$ cat config.mk
export PLATFORM = sky130hd
export DESIGN_NAME = codec_init_sequencer
export DESIGN_NICKNAME = d
export VERILOG_FILES = /design/src/rtl/codec_init_sequencer.sv
export SDC_FILE = /design/constraint.sdc
export NUM_CORES = 1
export LEC_CHECK = 0
export CORE_AREA = 2 2 163 165
export CTS_CLUSTER_DIAMETER = 150
export DETAILED_ROUTE_END_ITERATION = 8
export DIE_AREA = 0 0 165 167
export HOLD_SLACK_MARGIN = 0.05
export PLACE_DENSITY_LB_ADDON = 0.05
export SYNTH_ARGS = -nofsm -noshare
export SYNTH_HDL_FRONTEND = slang
export SYNTH_SLANG_ARGS = --single-unit
$ cat constraint.sdc
create_clock -name clk -period 4.7 [get_ports clk]
set_input_delay 0.94 -clock clk [delete_from_list [all_inputs] [get_ports clk]]
set_output_delay 0.94 -clock clk [all_outputs]
set_load 0.05 [all_outputs]
$ cat src/rtl/codec_init_sequencer.sv
// Power-up command sequencer for the ADAU1761 I2C register controller: walks an
// external command ROM issuing register writes, polled reads and timed delays.
module codec_init_sequencer #(
    parameter int          C_NUM_CMDS   = 64,
    parameter int          C_IDX_W      = 6,
    parameter logic [15:0] C_DELAY_UNIT = 16'd1000,
    parameter logic [7:0]  C_POLL_MAX   = 8'd16,
    parameter logic [23:0] C_TIMEOUT    = 24'd100000
) (
    input  logic               clk,
    input  logic               rst_n,
    input  logic               start,
    output logic               busy,
    output logic               done,
    output logic               error,
    output logic [C_IDX_W-1:0] err_index,
    output logic [C_IDX_W-1:0] cmd_index,
    input  logic [25:0]        cmd_entry,
    output logic               i2c_valid,
    output logic               i2c_rnw,
    output logic [15:0]        i2c_address,
    output logic [7:0]         i2c_wdata,
    input  logic               i2c_ready,
    input  logic [7:0]         i2c_rdata
);

    localparam logic [1:0] OP_WRITE = 2'd1;
    localparam logic [1:0] OP_POLL  = 2'd2;
    localparam logic [1:0] OP_DELAY = 2'd3;
    localparam logic [C_IDX_W-1:0] LAST_IDX = C_IDX_W'(C_NUM_CMDS - 1);

    typedef enum logic [3:0] {
        ST_IDLE, ST_FETCH, ST_ISSUE, ST_WAIT_BUSY, ST_WAIT_DONE,
        ST_CHECK, ST_DELAY, ST_ADVANCE, ST_DONE, ST_FAIL
    } state_t;

    state_t      state_r;
    logic [7:0]  mask_r;
    logic [7:0]  rdata_r;
    logic [7:0]  tries_r;
    logic [7:0]  ticks_r;
    logic [15:0] pre_r;
    logic [23:0] tmo_r;
    logic        retry_r;
    logic        tmo_hit_s;

    function automatic logic poll_match(input logic [7:0] rdata, input logic [7:0] mask);
        return (rdata & mask) == mask;
    endfunction

    assign tmo_hit_s = (tmo_r == (C_TIMEOUT - 24'd1));

    // Sequencer state machine; every output is a register updated here.
    always_ff @(posedge clk or negedge rst_n) begin
        if (!rst_n) begin
            state_r     <= ST_IDLE;
            busy        <= 1'b0;
            done        <= 1'b0;
            error       <= 1'b0;
            err_index   <= '0;
            cmd_index   <= '0;
            i2c_valid   <= 1'b0;
            i2c_rnw     <= 1'b0;
            i2c_address <= 16'd0;
            i2c_wdata   <= 8'd0;
            mask_r      <= 8'd0;
            rdata_r     <= 8'd0;
            tries_r     <= 8'd0;
            ticks_r     <= 8'd0;
            pre_r       <= 16'd0;
            tmo_r       <= 24'd0;
            retry_r     <= 1'b0;
        end else begin
            case (state_r)
                ST_IDLE, ST_DONE, ST_FAIL: begin
                    if (start) begin
                        done      <= 1'b0;
                        error     <= 1'b0;
                        err_index <= '0;
                        cmd_index <= '0;
                        busy      <= 1'b1;
                        state_r   <= ST_FETCH;
                    end
                end
                ST_FETCH: begin
                    mask_r <= cmd_entry[7:0];
                    case (cmd_entry[25:24])
                        OP_WRITE, OP_POLL: begin
                            i2c_valid   <= 1'b1;
                            i2c_rnw     <= (cmd_entry[25:24] == OP_POLL);
                            i2c_address <= cmd_entry[23:8];
                            i2c_wdata   <= cmd_entry[7:0];
                            tries_r     <= 8'd1;
                            state_r     <= ST_ISSUE;
                        end
                        OP_DELAY: begin
                            if (cmd_entry[7:0] == 8'd0) begin
                                state_r <= ST_ADVANCE;
                            end else begin
                                ticks_r <= cmd_entry[7:0];
                                pre_r   <= 16'd0;
                                retry_r <= 1'b0;
                                state_r <= ST_DELAY;
                            end
                        end
                        default: begin
                            busy    <= 1'b0;
                            done    <= 1'b1;
                            state_r <= ST_DONE;
                        end
                    endcase
                end
                ST_ISSUE: begin
                    if (i2c_ready) begin
                        i2c_valid <= 1'b0;
                        tmo_r     <= 24'd0;
                        state_r   <= ST_WAIT_BUSY;
                    end
                end
                // Controller ready is one register behind the accept, so wait for it to drop first.
                ST_WAIT_BUSY: begin
                    if (!i2c_ready) begin
                        tmo_r   <= tmo_r + 24'd1;
                        state_r <= ST_WAIT_DONE;
                    end else if (tmo_hit_s) begin
                        busy      <= 1'b0;
                        error     <= 1'b1;
                        err_index <= cmd_index;
                        state_r   <= ST_FAIL;
                    end else begin
                        tmo_r <= tmo_r + 24'd1;
                    end
                end
                ST_WAIT_DONE: begin
                    if (i2c_ready) begin
                        rdata_r <= i2c_rdata;
                        state_r <= i2c_rnw ? ST_CHECK : ST_ADVANCE;
                    end else if (tmo_hit_s) begin
                        busy      <= 1'b0;
                        error     <= 1'b1;
                        err_index <= cmd_index;
                        state_r   <= ST_FAIL;
                    end else begin
                        tmo_r <= tmo_r + 24'd1;
                    end
                end
                ST_CHECK: begin
                    if (poll_match(rdata_r, mask_r)) begin
                        state_r <= ST_ADVANCE;
                    end else if (tries_r == C_POLL_MAX) begin
                        busy      <= 1'b0;
                        error     <= 1'b1;
                        err_index <= cmd_index;
                        state_r   <= ST_FAIL;
                    end else begin
                        tries_r <= tries_r + 8'd1;
                        ticks_r <= 8'd1;
                        pre_r   <= 16'd0;
                        retry_r <= 1'b1;
                        state_r <= ST_DELAY;
                    end
                end
                // A poll retry re-issues the held request rather than re-reading the table.
                ST_DELAY: begin
                    if (pre_r == (C_DELAY_UNIT - 16'd1)) begin
                        pre_r <= 16'd0;
                        if (ticks_r == 8'd1) begin
                            if (retry_r) begin
                                i2c_valid <= 1'b1;
                                state_r   <= ST_ISSUE;
                            end else begin
                                state_r <= ST_ADVANCE;
                            end
                        end else begin
                            ticks_r <= ticks_r - 8'd1;
                        end
                    end else begin
                        pre_r <= pre_r + 16'd1;
                    end
                end
                ST_ADVANCE: begin
                    if (cmd_index == LAST_IDX) begin
                        busy    <= 1'b0;
                        done    <= 1'b1;
                        state_r <= ST_DONE;
                    end else begin
                        cmd_index <= cmd_index + C_IDX_W'(1);
                        state_r   <= ST_FETCH;
                    end
                end
                default: begin
                    i2c_valid <= 1'b0;
                    busy      <= 1'b0;
                    state_r   <= ST_IDLE;
                end
            endcase
        end
    end

endmodule

==> results of run 1 <==
layer usage:
| metal | share of wire (%) | routed length, µm | global-route usage (%) |
|---|---|---|---|
| met4 | 0.97 | 184 | 3.86 |
| met2 | 51 | 9580 | 23.4 |
| met5 | 0 | 0 | 0 |
| met3 | 2.4 | 458 | 2.86 |
| met1 | 46 | 8690 | 18.6 |
worst min-delay path: stages, from the launching register on:
cell and delay [ns]:
sky130_fd_sc_hd__dfrtp_1 0.34, sky130_fd_sc_hd__nand2_1 0.05, sky130_fd_sc_hd__nand2_1 0.06
power by group through the flow:
stage / registers (µW) / clock network, µW / logic (µW)
floorplan: 1910 / 0 / 1100
global placement: 1600 / 0 / 2110
detailed placement: 1610 / 0 / 2110
CTS: 1590 / 1530 / 2120
global route: 1640 / 1580 / 2290
finish: 1590 / 1490 / 2090
cells by family after synthesis:
group | count (synthesis)
adder cells (fa/ha/maj) | 10
buffers and inverters | 53
XOR/XNOR | 9
multiplexers | 25
flip-flops | 118
AO/OA/AOI/OAI | 182
AND/OR/NAND/NOR | 294
cell type report:
type / instances / area share, %
Multi-Input combinational cell: 520 / 38.9
Sequential cell: 118 / 36.5
Timing Repair Buffer: 85 / 10.4
Clock buffer: 19 / 5.47
Tap cell: 335 / 5.18
Clock inverter: 13 / 2.69
Inverter: 17 / 0.789
metrics by stage:
| step | cell area, µm² | total power, µW |
|---|---|---|
| 3_5_place_dp | 7430 | 3720 |
| 6_report | 8090 | 5170 |
| 3_3_place_gp | 7430 | 3710 |
| 5_1_grt | 8090 | 5510 |
| 4_1_cts | 8090 | 5250 |
| 2_1_floorplan | 6330 | 3010 |
cell usage in the layout (no fill, tap or decap), types with 15 or more instances in the layout:
master and instances:
sky130_fd_sc_hd__a21oi_1 25, sky130_fd_sc_hd__a31oi_1 17, sky130_fd_sc_hd__clkbuf_16 17, sky130_fd_sc_hd__clkdlybuf4s50_1 77, sky130_fd_sc_hd__dfrtp_1 118, sky130_fd_sc_hd__inv_1 17, sky130_fd_sc_hd__mux2_2 22, sky130_fd_sc_hd__nand2_1 108
sky130_fd_sc_hd__nand3_1 33, sky130_fd_sc_hd__nor2_1 45, sky130_fd_sc_hd__nor3_1 15, sky130_fd_sc_hd__o21ai_0 67, sky130_fd_sc_hd__o31ai_1 21
synthesized netlist by cell type, drive strengths merged (4+ instances only):
cell type | number | area share (%)
o21ai | 71 | 5.6
or4 | 9 | 1.1
buf | 17 | 1.4
and2 | 9 | 0.89
nand3 | 33 | 2.6
inv | 17 | 1.0
o22a | 10 | 1.4
and3 | 13 | 1.3
clkbuf | 19 | 1.1
o31ai | 21 | 2.5
a31oi | 17 | 1.7
nor3 | 15 | 1.2
nand2b | 9 | 0.89
a21oi | 26 | 2.1
nor2b | 8 | 0.79
and4 | 4 | 0.55
nor4 | 5 | 0.97
mux2 | 23 | 4.1
dfrtp | 118 | 47
or3 | 7 | 0.69
nor2 | 45 | 2.7
nand4 | 12 | 1.3
a211oi | 7 | 0.83
xnor2 | 5 | 0.69
nor4b | 6 | 1.1
xor2 | 4 | 0.55
ha | 10 | 2.0
nand2 | 108 | 6.4
registers in the layout, summed over array words and instances, names as in the netlist, 8 cells and up:
register / cells
ticks_r: 8
i2c_address: 16
rdata_r: 8
mask_r: 8
tmo_r: 24
pre_r: 16
i2c_wdata: 8
tries_r: 8
worst paths after layout:
path | endpoint | slack (ns) | cells after the start
min | i2c_address[1] | 0.47 | 2
max reg2reg | pre_r[14] | 1.64 | 6
max | pre_r[14] | 1.64 | 6
max in group asynchronous | tmo_r[2] | 3.29 | 2
min reg2reg | i2c_address[1] | 0.47 | 2
min in group asynchronous | i2c_wdata[1] | 0.56 | 1
==> run_results.csv, run 1 <==
group,metric,value,unit
synth,synth_simple_gate_area_share,23.9,%
die,ioPinCount,79,
clock_tree,clk_sinks,118,
hold_path,holdCritStartpoint,"i2c_address[1]",
global_routing,globalRoute.totalOverflow,0,
routing,detail_route.vias_per_cell,5.00,
sta,worst_slew_pin_slew,1.13,ns
clock_tree,htreeDepth,4,
power_and_ir_drop,clkPwrFrac,28.8,%
clock_tree,clk_pin_slew_worst_paths,0.06,ns
power_and_ir_drop,power.switching,2160,µW
synth,synth_compound_area_share,18.2,%
worst_setup_path,worstPathCellList,"nor2b_1, nand2_1, nor2_1, and2_1, o21ai_0, o31ai_1",
synth,synth_cells,691,
synth,synthesis.yosys.warnings,0,
sta,final.hold.worst_slack,0.472,ns
synth,postSynth.topFlopCell,"sky130_fd_sc_hd__dfrtp_1",
routing,routed-via-count,5531,
sta,finalCritPeriodShare,65.0,%
clock_tree,cts_setup_buffers,0,
final_layout,area_used_by_multi_input_combinational_logic,3150,µm²
power_and_ir_drop,cellInternalPower,3010,µW
status,outcome,"finished, final reports clean",
worst_setup_path,crit_start,"state_r[1]",
power_and_ir_drop,peakVddDrop,0.227,mV
power_and_ir_drop,p_leak,0.00340,µW
worst_setup_path,path_class,"flop to flop",
synth,asyncSetResetFlopFracSynth,100,%
clock_tree,tritoncts,"built",
sta,rsz0062_at_grt,"no",
power_and_ir_drop,powerDensity,639,nW/µm²
power_and_ir_drop,p_comb_share,40.4,%
place,dp_hpwl,13.2,mm
die,floorplan.die.width,165,µm
synth,synthXorXnorAreaFrac,1.25,%
worst_setup_path,slowest_delay,0.73,ns
worst_setup_path,cp_max_stage_cell,"sky130_fd_sc_hd__nor2_1",
worst_setup_path,crit_required,5.00,ns
global_routing,grt_antenna_before_repair,0,
die,die_h,167,µm
routing,avgRoutedWirePerCell,17.1,µm
synth,mean_instance_size_in_the_synthesized_netlist,9.16,µm²
worst_setup_path,endpoint_kind,"flop",
routing,drt_first_pass_iters,4,
clock_tree,clock_latency,0.42,ns
clock_tree,clk_path_buf_depth,2,
sta,slew_violations,0,
routing,route.detailed.drc,0,
sta,timing.final.setup_violations,0,
global_routing,grt_util_all_layers,14.1,%
final_layout,diodes,0,
final_layout,area.sequential,2950,µm²
flow_run,maxcap_violations,0,
clock_tree,holdBufCountCts,0,
routing,ant_nets,0,
sta,finClkSkew,0.0105,ns
synth,post_synth_num_cell_types,63,
synth,mappedNetlistArea,6330,µm²
synth,yosys.area_share.adder,1.98,%
power_and_ir_drop,sequential_fraction_of_design_power,30.8,%
clock_tree,cts_buffers,17,
synth,main_combinational_cell_family_by_area_after_synthesis,"simple AND/OR/NAND/NOR gates",
die,coreArea,25800,µm²
worst_setup_path,path_buf_inv,0,
synth,mux_share_of_post_synthesis_cell_area,4.41,%
clock_tree,postCtsResizedCells,0,
sta,postLayoutSetupSlackWorst,1.64,ns
sta,layout_min_cycle_time,3.06,ns
die,starting_density_of_the_core,24.6,%
hold_path,type_of_the_most_critical_hold_path,"flop to flop",
worst_setup_path,critPathMaxFanout,17,
final_layout,drive_above_1_share,8.94,%
routing,final_wirelength,18.9,mm
global_routing,first_global_vias,5538,
clock_tree,clockRootBuffer,"sky130_fd_sc_hd__clkbuf_16",
place,placement.setup.worst_slack,1.27,ns
place,placement.io_buffers,78,
place,numPlacedInstances,1075,
sta,max_freq,0.327,GHz
sta,setup-tns-final,0,ns
die,fp.dieArea,27600,µm²
sta,timing.slew.headroom,24.4,%
worst_setup_path,type_of_origin_of_the_critical_path,"flop",
final_layout,fin_util,31.4,%
global_routing,grt_pass1_wl,30.5,mm
global_routing,largest_net_degree_at_the_start_of_global_routing,67,
synth,synth_fp_nets,739,
die,std_cell_rows,59,
synth,number_of_flops_mapped_to_enable_cells_by_yosys,0,
final_layout,syn_to_final_growth,27.8,%
synth,synth_sequential_area_ratio,46.6,%
worst_setup_path,worst_r2r_startpoint,"state_r[1]",
power_and_ir_drop,switching_share,41.7,%
final_layout,fin_nets,807,
worst_setup_path,cp.arrival,3.36,ns
worst_setup_path,crit_family,"simple AND/OR/NAND/NOR gates",
routing,drt-initial-drc-count,414,
final_layout,filler_cell_count,2671,
place,gp_routability_congestion,0.779,
synth,ys_seq_elements,118,
final_layout,final_cell_count_no_fill,1107,
sta,report.final.hold_viol_count,0,
(Power assumes the default switching activity.)
==> inputs of run 2 (changes only) <==
==> constraint.sdc (replaced) <==
create_clock -name clk -period 3.1 [get_ports clk]
set_input_delay 0.62 -clock clk [delete_from_list [all_inputs] [get_ports clk]]
set_output_delay 0.62 -clock clk [all_outputs]
set_load 0.05 [all_outputs]
==> run 2 against run 1 <==
  * Via count up 0.76%
  * Sequential share of layout area down 0.50 points
  * Critical path type unchanged
  * Final cell count up 2.4%
  * Design area up 1.4%
  * Largest cell class unchanged
  * Global-route usage up 0.29 points
  * Largest power group unchanged
  * Setup slack worse by 1.2 ns
  * Non-clock buffer count up 27
  * Count of clock-buffer cells in the layout down 2
  * Die area unchanged
==> run_results.csv, run 2 (synthesis gave the netlist of run 1 again) <==
group,metric,value,unit
power_and_ir_drop,p_leak,0.00349,µW
worst_setup_path,reg2reg_slack,0.40,ns
worst_setup_path,crit_family,"simple AND/OR/NAND/NOR gates",
routing,drt_first_pass_iters,5,
die,std_cell_rows,59,
worst_setup_path,endpoint_kind,"flop",
final_layout,layout.cells.most_common_list,"118 x sky130_fd_sc_hd__dfrtp_1, 108 x sky130_fd_sc_hd__nand2_1, 77 x sky130_fd_sc_hd__clkdlybuf4s50_1",
routing,avgRoutedWirePerCell,16.7,µm
sta,slew_violations,0,
die,coreArea,25800,µm²
die,die_h,167,µm
sta,layout_min_cycle_time,2.70,ns
status,outcome,"finished, final reports clean",
global_routing,first_global_vias,5580,
worst_setup_path,cp.arrival,3.02,ns
final_layout,diodes,0,
clock_tree,clockRootBuffer,"sky130_fd_sc_hd__clkbuf_16",
sta,max_freq,0.371,GHz
place,numPlacedInstances,1102,
sta,worst_slew_pin_slew,0.741,ns
power_and_ir_drop,peakVddDrop,0.352,mV
final_layout,top_register,"tmo_r",
place,placement.io_buffers,78,
clock_tree,holdBufCountCts,0,
worst_setup_path,path_buf_inv,1,
global_routing,grt_antenna_before_repair,0,
worst_setup_path,worst_r2r_startpoint,"tmo_r[11]",
global_routing,largest_net_degree_at_the_start_of_global_routing,54,
routing,final_wirelength,19.0,mm
final_layout,drive_above_1_share,12.1,%
clock_tree,htreeDepth,4,
place,gp_routability_congestion,0.760,
clock_tree,tritoncts,"built",
clock_tree,clk_path_buf_depth,2,
routing,ant_nets,0,
routing,detail_route.vias_per_cell,4.91,
power_and_ir_drop,powerDensity,930,nW/µm²
die,floorplan.die.width,165,µm
final_layout,largest_register_ff_count,24,
sta,finClkSkew,0.0144,ns
final_layout,syn_to_final_growth,29.6,%
clock_tree,clk_sinks,118,
worst_setup_path,critPathMaxFanout,15,
global_routing,grt_pass1_wl,31.1,mm
worst_setup_path,path_class,"flop to flop",
hold_path,type_of_the_most_critical_hold_path,"primary input to async pin",
final_layout,final_cell_area,8200,µm²
flow_run,maxcap_violations,0,
final_layout,final_cell_count_no_fill,1134,
sta,timing.slew.headroom,49.9,%
final_layout,layout_top_registers,"tmo_r: 24 flops, i2c_address: 16 flops, pre_r: 16 flops",
clock_tree,cts_setup_buffers,0,
global_routing,globalRoute.totalOverflow,0,
final_layout,fin_nets,834,
final_layout,fin_util,31.8,%
global_routing,grt_util_all_layers,14.4,%
sta,setup-tns-final,0,ns
worst_setup_path,worstPathCellList,"nor4b_1, and3_1, a22oi_1, o21ai_1, buf_4, o21ai_0, o31ai_1",
final_layout,mostFrequentLayoutCell,"sky130_fd_sc_hd__dfrtp_1",
final_layout,filler_cell_count,2674,
clock_tree,postCtsResizedCells,0,
worst_setup_path,type_of_origin_of_the_critical_path,"flop",
worst_setup_path,timing.reg2reg.worst_path_depth,7,
clock_tree,clk_pin_slew_worst_paths,0.07,ns
place,placedInstanceArea,7630,µm²
die,ioPinCount,79,
die,starting_density_of_the_core,24.6,%
routing,route.detailed.drc,0,
clock_tree,cts_buffers,17,
sta,timing.final.setup_violations,0,
worst_setup_path,critical_path.reg2reg.endpoint,"tmo_r[12]",
place,dp_hpwl,13.6,mm
worst_setup_path,crit_required,3.42,ns
routing,drt-initial-drc-count,330,
die,fp.dieArea,27600,µm²
clock_tree,clock_latency,0.42,ns
routing,routed-via-count,5573,
sta,finalCritPeriodShare,87.0,%
worst_setup_path,slowest_delay,0.60,ns
worst_setup_path,cp_max_stage_cell,"sky130_fd_sc_hd__nor4b_1",
sta,report.final.hold_viol_count,0,
sta,rsz0062_at_grt,"no",
==> run 2: worst max-delay path by stage <==
stage                      start    endpoint  slack (ns)  cells past startpoint
finish                 tmo_r[11]   tmo_r[12]        0.40                      7
global route           tmo_r[11]   tmo_r[13]        0.12                      7
CTS                    tmo_r[11]   tmo_r[12]        0.34                      7
detailed placement  cmd_entry[3]   pre_r[14]        0.14                      8
global placement    cmd_entry[3]    pre_r[6]        0.17                      8
floorplan           cmd_entry[3]  ticks_r[1]        0.83                      7
==> run 2: layer usage <==
layer | global-route usage (%) | routed length [µm]
met4 | 3.36 | 204
met2 | 23.5 | 9300
met1 | 19.7 | 9010
met3 | 2.86 | 454
met5 | 0 | 0
==> run 2: through the flow <==
stage | hold slack (ns) | total power [µW] | setup slack, ns
floorplan | 0.324 | 4570 | 0.826
global placement | 0.459 | 5720 | 0.170
detailed placement | 0.464 | 5740 | 0.136
CTS | 0.231 | 7730 | 0.340
global route | 0.241 | 8160 | 0.118
finish | 0.210 | 7630 | 0.402
==> run 2: cell type report <==
cell class / instances / area [µm²] / area share (%)
Timing Repair Buffer: 112 / 1050 / 12.8
Tap cell: 335 / 419 / 5.11
Inverter: 17 / 63.8 / 0.778
Sequential cell: 118 / 2950 / 36.0
Clock buffer: 17 / 425 / 5.19
Clock inverter: 15 / 144 / 1.75
Multi-Input combinational cell: 520 / 3150 / 38.4
==> run 2: power breakdown <==
part           internal [µW]  total, µW  leakage (µW)  switching, µW
clock network           1120       1940      0.000273            819
logic                   1220       3340       0.00168           2120
registers               1980       2350       0.00154            370
